**config.mk**
```make
export PLATFORM = sky130hd
export DESIGN_NAME = v_issue_ctrl
export DESIGN_NICKNAME = d
export VERILOG_FILES = /design/src/rtl/v_issue_ctrl_pkg.sv /design/src/rtl/v_issue_ctrl.sv
export SDC_FILE = /design/constraint.sdc
export NUM_CORES = 1
export LEC_CHECK = 0
export BUFFER_PORTS_ARGS = -buffer_cell sky130_fd_sc_hd__buf_2
export CAP_MARGIN = 20
export CORE_UTILIZATION = 51
export CTS_CLUSTER_DIAMETER = 100
export CTS_CLUSTER_SIZE = 8
export DETAILED_ROUTE_END_ITERATION = 6
export GPL_TIMING_DRIVEN = 0
export PLACE_DENSITY = 0.78
export SLEW_MARGIN = 15
export SYNTH_ARGS = -nofsm -noshare
export SYNTH_HDL_FRONTEND = slang
export SYNTH_SLANG_ARGS = --single-unit
export TNS_END_PERCENT = 5
```
**constraint.sdc**
```tcl
create_clock -name clk -period 5.7 [get_ports clk]
set_input_delay 1.14 -clock clk [delete_from_list [all_inputs] [get_ports clk]]
set_output_delay 1.14 -clock clk [all_outputs]
set_load 0.005 [all_outputs]
```
**src/rtl/v_issue_ctrl_pkg.sv**
```systemverilog
// Shared definitions for the vector issue controller: opcode and funct3
// constants, the SEW encoding, the issue-slot state enum and the vl helper.
package rvvLitePkg;

  // Major opcodes recognised by the issue stage
  localparam logic [6:0] OPC_VARITH = 7'h57;
  localparam logic [6:0] OPC_VLOAD  = 7'h07;
  localparam logic [6:0] OPC_VSTORE = 7'h27;

  // funct3 that marks a configuration instruction inside OPC_VARITH
  localparam logic [2:0] F3_VCFG = 3'd7;

  // Element width encoding carried on req_sew and the sew output
  typedef enum logic [1:0] {
    SEW_8  = 2'd0,
    SEW_16 = 2'd1,
    SEW_32 = 2'd2,
    SEW_64 = 2'd3
  } sew_e;

  // One-entry issue slot
  typedef enum logic {
    ST_EMPTY = 1'b0,
    ST_HELD  = 1'b1
  } issue_state_e;

  // Number of elements that fit in one vector register at the given SEW
  function automatic logic [63:0] vlmax_calc(input int unsigned vlen,
                                             input logic [1:0] sew_code);
    return 64'(vlen) >> (32'd3 + 32'(sew_code));
  endfunction

  // New vl for a configuration instruction: either the full register
  // (rs1=x0, rd!=x0 form) or the requested length clipped to vlmax
  function automatic logic [63:0] vl_calc(input logic [63:0] avl,
                                          input logic        avl_max,
                                          input logic [1:0]  sew_code,
                                          input int unsigned vlen);
    logic [63:0] vlmax;
    vlmax = vlmax_calc(vlen, sew_code);
    if (avl_max) begin
      return vlmax;
    end
    return (avl < vlmax) ? avl : vlmax;
  endfunction

endpackage

```
**src/rtl/v_issue_ctrl.sv**
```systemverilog
// Vector issue controller: holds one decoded instruction in a single-entry
// slot, releases it to the execution units when they are free and a
// response credit is available, and maintains the architectural vl/sew.
//
// state    | meaning
// ---------+-------------------------------------------------------------
// ST_EMPTY | no instruction held; a new request is always accepted
// ST_HELD  | a legal vector instruction is presented on instr_valid/is_*
//
// Illegal opcodes are accepted and dropped without ever occupying the slot;
// they only raise a one-cycle illegal pulse.
module v_issue_ctrl
  import rvvLitePkg::*;
#(
  parameter int DATA_WIDTH      = 32,
  parameter int VL_BITS         = 11,
  parameter int VLEN            = 1024,
  parameter int MAX_OUTSTANDING = 32
) (
  input  logic                  clk,
  input  logic                  rst,

  input  logic                  req_valid,
  output logic                  req_ready,
  input  logic [6:0]            req_opcode,
  input  logic [2:0]            req_funct3,
  input  logic [DATA_WIDTH-1:0] req_avl,
  input  logic                  req_avl_max,
  input  logic [1:0]            req_sew,

  output logic                  instr_valid,
  output logic                  is_vcfg,
  output logic                  is_valu,
  output logic                  is_vload,
  output logic                  is_vstore,
  output logic                  stall,

  input  logic                  exec_busy,
  input  logic                  resp_valid,

  output logic [VL_BITS-1:0]    vl,
  output logic [1:0]            sew,
  output logic                  illegal,
  output logic                  idle
);

  localparam int CW = $clog2(MAX_OUTSTANDING + 1);
  localparam logic [CW-1:0] CREDITS_FULL = CW'(MAX_OUTSTANDING);
  localparam logic [CW-1:0] CREDIT_ONE   = CW'(1);

  issue_state_e          state;
  logic [CW-1:0]         credits;

  logic [DATA_WIDTH-1:0] slot_avl;
  logic                  slot_avl_max;
  logic [1:0]            slot_sew;

  logic                  dec_vcfg;
  logic                  dec_valu;
  logic                  dec_vload;
  logic                  dec_vstore;
  logic                  dec_legal;

  logic                  credits_zero;
  logic                  fire;
  logic                  accept;
  logic [VL_BITS-1:0]    vl_next;

  // Decode of the incoming request; exactly one class is set for legal ones
  always_comb begin
    dec_vcfg   = (req_opcode == OPC_VARITH) && (req_funct3 == F3_VCFG);
    dec_valu   = (req_opcode == OPC_VARITH) && (req_funct3 != F3_VCFG);
    dec_vload  = (req_opcode == OPC_VLOAD);
    dec_vstore = (req_opcode == OPC_VSTORE);
    dec_legal  = dec_vcfg | dec_valu | dec_vload | dec_vstore;
  end

  // Handshake and release conditions; a fire frees the slot in the same
  // cycle so a new request can be taken back-to-back
  always_comb begin
    credits_zero = (credits == '0);
    instr_valid  = (state == ST_HELD);
    stall        = instr_valid & (exec_busy | credits_zero);
    fire         = instr_valid & ~stall;
    req_ready    = (state == ST_EMPTY) | fire;
    accept       = req_valid & req_ready;
    idle         = (state == ST_EMPTY) & (credits == CREDITS_FULL);
  end

  // Configuration result computed from the held slot, applied only on fire
  always_comb begin
    vl_next = VL_BITS'(vl_calc(64'(slot_avl), slot_avl_max, slot_sew, VLEN));
  end

  // Issue-slot FSM with registered class flags and illegal pulse; the slot
  // only changes on accept, which cannot happen while stalled
  always_ff @(posedge clk) begin
    if (rst) begin
      state        <= ST_EMPTY;
      is_vcfg      <= 1'b0;
      is_valu      <= 1'b0;
      is_vload     <= 1'b0;
      is_vstore    <= 1'b0;
      illegal      <= 1'b0;
      slot_avl     <= '0;
      slot_avl_max <= 1'b0;
      slot_sew     <= '0;
    end else begin
      illegal <= accept & ~dec_legal;
      if (accept && dec_legal) begin
        state        <= ST_HELD;
        is_vcfg      <= dec_vcfg;
        is_valu      <= dec_valu;
        is_vload     <= dec_vload;
        is_vstore    <= dec_vstore;
        slot_avl     <= req_avl;
        slot_avl_max <= req_avl_max;
        slot_sew     <= req_sew;
      end else if (fire) begin
        state     <= ST_EMPTY;
        is_vcfg   <= 1'b0;
        is_valu   <= 1'b0;
        is_vload  <= 1'b0;
        is_vstore <= 1'b0;
      end
    end
  end

  // Response credits: one consumed per fire, one returned per response;
  // a response arriving at full credits is dropped
  always_ff @(posedge clk) begin
    if (rst) begin
      credits <= CREDITS_FULL;
    end else if (fire && !resp_valid) begin
      credits <= credits - CREDIT_ONE;
    end else if (resp_valid && !fire && (credits != CREDITS_FULL)) begin
      credits <= credits + CREDIT_ONE;
    end
  end

  // Architectural vl/sew, updated only when a configuration instruction fires
  always_ff @(posedge clk) begin
    if (rst) begin
      vl  <= '0;
      sew <= '0;
    end else if (fire && is_vcfg) begin
      vl  <= vl_next;
      sew <= slot_sew;
    end
  end

endmodule
```
Word level (Yosys, flattened, before mapping):

Cells that the tools add are included.

* reduce and logical (&&, ||, !) cells: 12
* add/subtract/negate cells: 3
* bitwise gates (word level): 13
* mux-type cells: 12
* shift-type cells: 1
* eq/ne operators: 7
* order comparisons: 1

Operator list (count)
* 32-bit by 64-bit < comparator with 1-bit output: 1
* 11-bit by 3-bit right shift with 64-bit output, first input constant: 1
* 11-bit two-way mux: 3
* 6-bit two-way mux: 2
* 7-bit by 3-bit equality test with 1-bit output, second input constant: 1
* 7-bit by 6-bit equality test with 1-bit output, second input constant: 1
* 7-bit equality test, second input constant: 1
* 1-bit logical AND: 7
* 1-bit two-way mux: 7
* 6-bit by 1-bit adder with 6-bit output, second input constant: 1
* 6-bit equality test, second input constant: 1
* 6-bit logical NOT: 1
* 6-bit != test, second input constant: 1
* 6-bit by 1-bit subtractor with 6-bit output, second input constant: 1
* 1-bit AND: 5
* 1-bit bitwise OR: 5
* 2-bit nonzero test: 2
* 2-bit by 2-bit adder with 3-bit output, first input constant: 1
* 3-bit equality test, second input constant: 1
* 3-bit != test, second input constant: 1
* 1-bit inverter: 3
* 1-bit logical NOT: 2

* register bits: 60
* word-level logic and storage cells: 61

Depth between registers and ports, before layout:

Gate-level depths: netlist of run 1.

* depth in word-level cells: 10
* gate-level depth with buffers: 11
* depth with buffers taken out: 10

Worst setup path before layout of run 1:

No wires, ideal clock.

* path type: input -> register
* from: input port exec_busy
* to: register credits[5]
* stages: 11
* library setup time: 0.127 ns
* path slack: 2.540 ns
* arrival time: 3.034 ns
* data required time: 5.573 ns
* cell sequence: nor2b_1 -> a21boi_0 -> nand2b_1 -> buf_2 -> inv_1 -> ha_1 -> a211oi_1 -> o21ai_0 -> a21oi_1 -> mux2i_1 -> a32oi_1

* longest elaborated chain between the ends: 8
* elaborated cells on any way between the ends: 10
* classes of those cells: mux: 1; bitwise: 4; reduce/logical: 5

Ends and longest elaborated chain
* from (decl): line v_issue_ctrl.sv:38 `input logic exec_busy,`
* 1-bit bitwise OR (*): line v_issue_ctrl.sv:83 `stall = instr_valid & (exec_busy | credits_zero);`
* 1-bit AND (*): line v_issue_ctrl.sv:83
* 1-bit inverter (*): line v_issue_ctrl.sv:84 `fire = instr_valid & ~stall;`
* 1-bit AND (*): line v_issue_ctrl.sv:84
* 1-bit logical NOT: line v_issue_ctrl.sv:136 `end else if (resp_valid && !fire && (credits != CREDITS_FULL)) begin`
* 1-bit logical AND (2 in series): line v_issue_ctrl.sv:136
* 2-bit nonzero test (no source line)
* to (signal assigned): line v_issue_ctrl.sv:135 `credits <= credits - CREDIT_ONE;`
* to (signal assigned): line v_issue_ctrl.sv:137 `credits <= credits + CREDIT_ONE;`
* to (decl): line v_issue_ctrl.sv:52 `logic [CW-1:0] credits;`

Mark *: on every way between the ends. The rest lies on a longest branch, timed or not.
A chain may end at the register's enable or synchronous reset.

Worst setup path in the final report of run 1:

Same ends and word-level chain as after synthesis.

==> results.cfg, run 1 <==
[final_layout]
layout.nets = 466
layout_commonest_cell = nand2_1
antenna_cells = 0
fin_util_pct = 68.3
layout_common_cells = nand2_1 (88), buf_2 (73), dfxtp_1 (60), a21oi_1 (44), nand3_1 (17)
layout-drive-gt1-share_pct = 25.7
fill_cells = 430
syn2layout_area_growth_pct = 25.1
final_cell_area_um2 = 3310

[critical_path]
rr_startpoint = instr_valid
cp-start-kind = input port
crit_top_cell = buf_2
worstPathArrival_ns = 3.59
crit_slowest_cell = a21boi_0
path_class = in2reg
worstPathCellList = buf_2, nor2b_1, a21boi_0, nand2b_1, buf_2, inv_1, ha_1, a211oi_1, o21ai_0, a21oi_1, mux2i_1, a32oi_1
worstPathRequired_ns = 5.91
crit_fanout = 9
crit_path_end_kind = register
max_stage_delay_ns = 0.36
crit_path_start = exec_busy

[placement]
port_buffers = 71
dpl_cell_area_um2 = 3090
dp_hpwl_um = 4700
place_ws_ns = 2.01
gp_congestion = 0.883

[sta]
tightest_slew_ns = 0.665
setup_tns_ns = 0
hold_viol = 0
period_needed_ns = 3.38
rsz0062_at_grt = no
finalClockSkew_ns = 0.00887
setup_viol = 0
fmax_ghz = 0.296
slew_violations = 0
fin_crit_sh_pct = 59.3
setup_slack_ns = 2.32
maxSlewHeadroom_pct = 55.7

[clock_network]
clockBufferDepth = 2
ctsHtreeMaxLevel = 3
cts_setup_buffers = 0
cts_resized = 0
cts_sinks = 60
cts_tree = built
postCtsHoldBufs = 0
clk_pin_slew_worst_paths_ns = 0.07
insertion_delay_ns = 0.34
cts-root-buf = clkbuf_8
cts_buffers = 9

[routing]
antenna_left = 0
drc_errors = 0
routed_wl_um = 6330
vias_per_cell = 5.32
vias = 2546
drt_iter0_markers = 124
post_drt_wl_per_cell_um = 13.2
firstDrtPassIters = 4

[floorplanning]
core_region_area_um2 = 4850
die_x_um = 74.1
dieArea_um2 = 5490
io_pins = 72
initial_utilization_pct = 54.6
fp-row-count = 25
chipHeight_um = 74.1

[pwr]
p_leak_nw = 1.32
cellPowerDensity_nw_per_um2 = 277
vdd_drop_max_mv = 0.206

[synth]
syn-mean-instance-area_um2 = 8.15
ys.flop_type = dfxtp_1
ys_types = 40
synth_warnings = 0
async_reset_ff_share_pct = 0
synth_edf_count = 0
ys_ff_latch = 60
syn_area_um2 = 2650
synth_cells = 325
syn-num-nets = 384
ys_seq_area_share_pct = 45.3

[grt]
grt_pass1_vias = 2366
grt_util_all_layers_pct = 25.7
grt_pass1_wl_um = 10500
antenna_found_initial = 0
grt-ovfl-total = 0
grt_max_degree = 12

[hold_path]
hold_class = reg2reg
hp-start = vl[3]

[run]
max_cap_violations = 0

[run_status]
outcome = completed
## cells in the mapped netlist (5+ instances only)
master    count  area [µm²]
clkbuf_1     12        45.0
nor2_1       12        45.0
nand3_1      17        85.1
and2_1        5        31.3
nor4_1        7        43.8
ha_1          8         100
or2_2         5        31.3
a311oi_1      5        43.8
o21ai_0       6        30.0
a21oi_2       6        52.6
a21oi_1      44         220
inv_1         6        22.5
dfxtp_1      60        1200
nand2b_1      5        31.3
nand2_1      88         330
## flip-flops by register name (all words and copies together) (netlist names)
register,count
slot_avl,32
illegal,1
instr_valid,1
credits,6
vl,11
is_vload,1
sew,2
slot_sew,2
slot_avl_max,1
is_vstore,1
is_valu,1
is_vcfg,1
## kinds of logic after synthesis
kind of cell	Yosys count	share of synthesized area, %
AND/OR/NAND/NOR	156	26.8
AO/OA/AOI/OAI	75	18.4
flip-flops	60	45.3
buffers and inverters	23	4.20
adder cells (fa/ha/maj)	9	4.53
XOR/XNOR	1	0.331
multiplexers	1	0.378
## path summary, 6_finish.rpt
kind                endpoint  slack (ns)  cells past startpoint
setup / recovery  credits[5]        2.32                     12
hold / removal         vl[3]        0.45                      2
setup reg to reg  credits[5]        2.71                     11
hold reg to reg        vl[3]        0.45                      2
## area by class of cell
| type | count | area, µm² | share of cell area, % |
|---|---|---|---|
| timing repair buffer | 71 | 355 | 10.7 |
| inverter | 6 | 22.5 | 0.680 |
| buffer | 17 | 88.8 | 2.68 |
| clock buffer | 11 | 141 | 4.27 |
| multi-input combinational | 242 | 1340 | 40.3 |
| clock inverter | 5 | 83.8 | 2.53 |
| tap | 67 | 83.8 | 2.53 |
| sequential | 60 | 1200 | 36.3 |
## layer usage
| metal | track usage (%) | vias to the layer above | routed length, µm |
|---|---|---|---|
| met4 | 10.5 | 0 | 66 |
| li1 | - | 1293 | - |
| met2 | 42.7 | 74 | 3070 |
| met1 | 31.6 | 1172 | 2880 |
| met5 | 0 | - | 0 |
| met3 | 6.91 | 7 | 312 |
## power breakdown
group | total [mW] | internal [mW] | switching (mW)
clock network | 0.429 | 0.260 | 0.170
registers | 0.427 | 0.423 | 0.00402
logic | 0.0603 | 0.0262 | 0.0340
total | 0.916 | 0.709 | 0.208
## per-stage QoR
step	total power, mW	std cells	hold WS [ns]
floorplan	0.467	325	0.432
global placement	0.494	463	0.437
detailed placement	0.496	463	0.441
CTS	0.923	479	0.452
global route	0.952	479	0.476
finish	0.916	479	0.451
## worst max-delay path, delay by kind of cell
family                   cells  cell delay (ns)
AO/OA/AOI/OAI                5             1.18
multiplexers                 1             0.22
adder cells (fa/ha/maj)      1             0.30
AND/OR/NAND/NOR              2             0.20
buffers and inverters        3             0.55
Note: power is estimated with default switching activity, not from simulation.
==> inputs of run 2 (changes only) <==
--- a/config.mk
+++ b/config.mk
@@ -5,6 +5,7 @@
 export SDC_FILE = /design/constraint.sdc
 export NUM_CORES = 1
 export LEC_CHECK = 0
+export ABC_AREA = 1
 export BUFFER_PORTS_ARGS = -buffer_cell sky130_fd_sc_hd__buf_2
 export CAP_MARGIN = 20
 export CORE_UTILIZATION = 51
@@ -12,7 +13,7 @@
 export CTS_CLUSTER_SIZE = 8
 export DETAILED_ROUTE_END_ITERATION = 6
 export GPL_TIMING_DRIVEN = 0
-export PLACE_DENSITY = 0.78
+export PLACE_DENSITY = 0.77
 export SLEW_MARGIN = 15
 export SYNTH_ARGS = -nofsm -noshare
 export SYNTH_HDL_FRONTEND = slang
==> constraint.sdc (replaced) <==
create_clock -name clk -period 3.2 [get_ports clk]
set_input_delay 0.64 -clock clk [delete_from_list [all_inputs] [get_ports clk]]
set_output_delay 0.64 -clock clk [all_outputs]
set_load 0.005 [all_outputs]
==> run 2 against run 1 <==
  * Sequential cell count unchanged
  * Cell count is 8.8% higher
  * Combinational power rose to 4.4 times the previous value
  * Sequential power increased by 89%
  * Sequential share of layout area down 2.1 points
  * Clock skew grew 0.0020 ns
  * Non-clock buffer count is 1 lower
  * Routed wire length rose by 0.16%
  * Synthesized cell count rose by 12%
==> results.cfg, run 2 <==
[run_status]
outcome = completed

[critical_path]
r2r-end = credits[5]
cp_num_buf_inv = 2
worstPathRequired_ns = 3.40
crit_top_cell = nand2_1
max_stage_delay_ns = 0.38
crit_slowest_cell = ha_1
crit_path_end_kind = register
worstPathCellList = nor2_2, nand3_4, nand4_1, inv_1, ha_1, nand2_1, nand2_1, nand2_1, nand2_1, nor2_1, inv_1, nand2_1, nand3_1, nand2_1, nand3_1
path_class = reg2reg
path_delay_family = simple AND/OR/NAND/NOR gates
worstPathArrival_ns = 2.38
reg2reg_depth = 15
crit_fanout = 5
worst-r2r-setup-slack_ns = 1.02
cp-start-kind = register
worstSetupPathDepth = 15
rr_startpoint = credits[0]

[hold_path]
hp-start = vl[10]
hold_class = reg2reg
hold_depth = 2
worstHoldEndpoint = vl[10]

[pwr]
vdd_drop_max_mv = 0.366
cellPowerDensity_nw_per_um2 = 532
p_leak_nw = 1.58
combPwrFrac_pct = 14.2
p_clk_share_pct = 42.6
p_seq_share_pct = 43.2
swShare_pct = 25.9
p_switching_mw = 0.484
fin_total_pwr_mw = 1.87
p_int_mw = 1.39

[sta]
slew_violations = 0
setup_tns_ns = 0
period_needed_ns = 2.18
tightest_slew_ns = 0.699
whs_ns = 0.443
maxSlewHeadroom_pct = 53.4
rsz0062_at_grt = no
fin_crit_sh_pct = 68.0
setup_slack_ns = 1.02
setup_viol = 0
hold_viol = 0
fmax_ghz = 0.459
finalClockSkew_ns = 0.0108

[placement]
gp_congestion = 0.821
place_ws_ns = 0.732
placedCellCount = 505
dp_hpwl_um = 4640
port_buffers = 71

[grt]
grt-ovfl-total = 0
antenna_found_initial = 0
grt_pass1_vias = 2446
grt_pass1_wl_um = 11000
grt_util_all_layers_pct = 24.1
grt_max_degree = 11

[floorplanning]
io_pins = 72
initial_utilization_pct = 54.3
chipHeight_um = 76.6
core_region_area_um2 = 5240
fp-row-count = 26
die_x_um = 76.6
dieArea_um2 = 5870

[final_layout]
largest_reg_flops = 32
antenna_cells = 0
multi_input_area_um2 = 1400
syn2layout_area_growth_pct = 23.9
layout.nets = 505
largest-register = slot_avl
layout_commonest_cell = buf_2
layout-drive-gt1-share_pct = 32.6
fill_cells = 471
biggestRegsByFlops = slot_avl x32, vl x11, credits x6
final_cells = 521
layout_common_cells = buf_2 (77), nand2_1 (76), dfxtp_1 (60), inv_1 (33), a21oi_1 (33)
regArea_um2 = 1200

[synth]
synth_simple_gate_area_share_pct = 27.4
yosysTopAreaCell = dfxtp_1
synth_cells = 364
synth_top_family_by_area = simple AND/OR/NAND/NOR gates
yosys-mux-area-fraction_pct = 0
ys_ff_latch = 60
syn_area_um2 = 2840
ys_types = 29
synth_fa_ha_area_share_pct = 4.23
synth_top_area_share_pct = 42.3
synth_area_leaders = dfxtp_1 (42%), nand2_1 (10%), a21oi_2 (6.2%)
synth_edf_count = 0
synth_most_common_cell = nand2_1
async_reset_ff_share_pct = 0
synth-compound-area-share_pct = 16.8
synth_warnings = 0
synthXorXnorAreaFrac_pct = 0.925
syn-mean-instance-area_um2 = 7.81
synth_commonest_cells = nand2_1 (76), dfxtp_1 (60), a21oi_1 (33), inv_1 (33), nor2_1 (25)
ys.flop_type = dfxtp_1
syn-num-nets = 423
ys_seq_area_share_pct = 42.3

[clock_network]
clockBufferDepth = 2
postCtsHoldBufs = 0
clk_pin_slew_worst_paths_ns = 0.07
insertion_delay_ns = 0.34
ctsHtreeMaxLevel = 3
cts_sinks = 60
cts_buffers = 9
cts_resized = 0
cts_setup_buffers = 0
cts_tree = built
cts-root-buf = clkbuf_8

[routing]
routed_wl_um = 6340
post_drt_wl_per_cell_um = 12.2
antenna_left = 0
firstDrtPassIters = 4
vias = 2618
drt_iter0_markers = 143
vias_per_cell = 5.02
drc_errors = 0

[run]
max_cap_violations = 0
## run 2: changes by cell type after synthesis, moves of 11 or more
cell / before / now
a21oi_1: 44 / 33
nand2_2: 0 / 22
nor2_1: 12 / 25
o21ai_0: 6 / 20
inv_1: 6 / 33
nand2_1: 88 / 76
a21oi_2: 6 / 20
## run 2: how the worst max path moves through the flow
| stage | from | to | slack (ns) |
|---|---|---|---|
| 2_1_floorplan | exec_busy | credits[5] | 1.08 |
| 3_3_place_gp | exec_busy | credits[5] | 0.77 |
| 3_5_place_dp | exec_busy | credits[5] | 0.73 |
| 4_1_cts | credits[0] | credits[5] | 1.02 |
| 5_1_grt | slot_sew[1] | vl[5] | 0.78 |
| 6_report | credits[0] | credits[5] | 1.02 |
## run 2: metal layers
metal / track usage (%) / wire (µm) / vias to the layer above
li1: - / - / 1357
met1: 30.0 / 2880 / 1187
met2: 38.3 / 2950 / 65
met3: 8.02 / 377 / 9
met4: 9.42 / 127 / 0
met5: 0 / 0 / -
## run 2: power by group through the flow
stage                     Clock (mW)  Sequential [mW]  Combinational [mW]
after floorplan                    0            0.817               0.187
after global placement             0            0.824               0.259
after detailed placement           0            0.824               0.267
after CTS                      0.813            0.808               0.268
after global routing           0.847            0.811               0.307
final                          0.798            0.808               0.266
## run 2: per-stage QoR
stage | utilization, % | area, µm²
global placement | 62.7 | 3280
floorplan | - | 2840
detailed placement | 62.7 | 3280
global route | 67.2 | 3520
finish | 67.2 | 3520
CTS | 67.2 | 3520
## run 2: final cells by class
cell class / instances / area share (%)
multi-input cells: 254 / 39.8
flip-flops and latches: 60 / 34.1
repair buffers: 71 / 10.1
clock buffers: 13 / 4.80
inverters: 34 / 3.62
plain buffers: 16 / 3.16
well taps: 70 / 2.49
clock inverters: 3 / 1.92
## run 2: cell families after synthesis
kind of cell / Yosys count
flops: 60
compound gates: 78
fa+ha+maj: 9
buf+inv: 50
xor+xnor: 3
simple gates: 164
## run 2: tightest hold or removal path: stages, from the launching register on
cell,delay [ns]
dfxtp_1,0.31
nand2_1,0.06
nor2_1,0.04
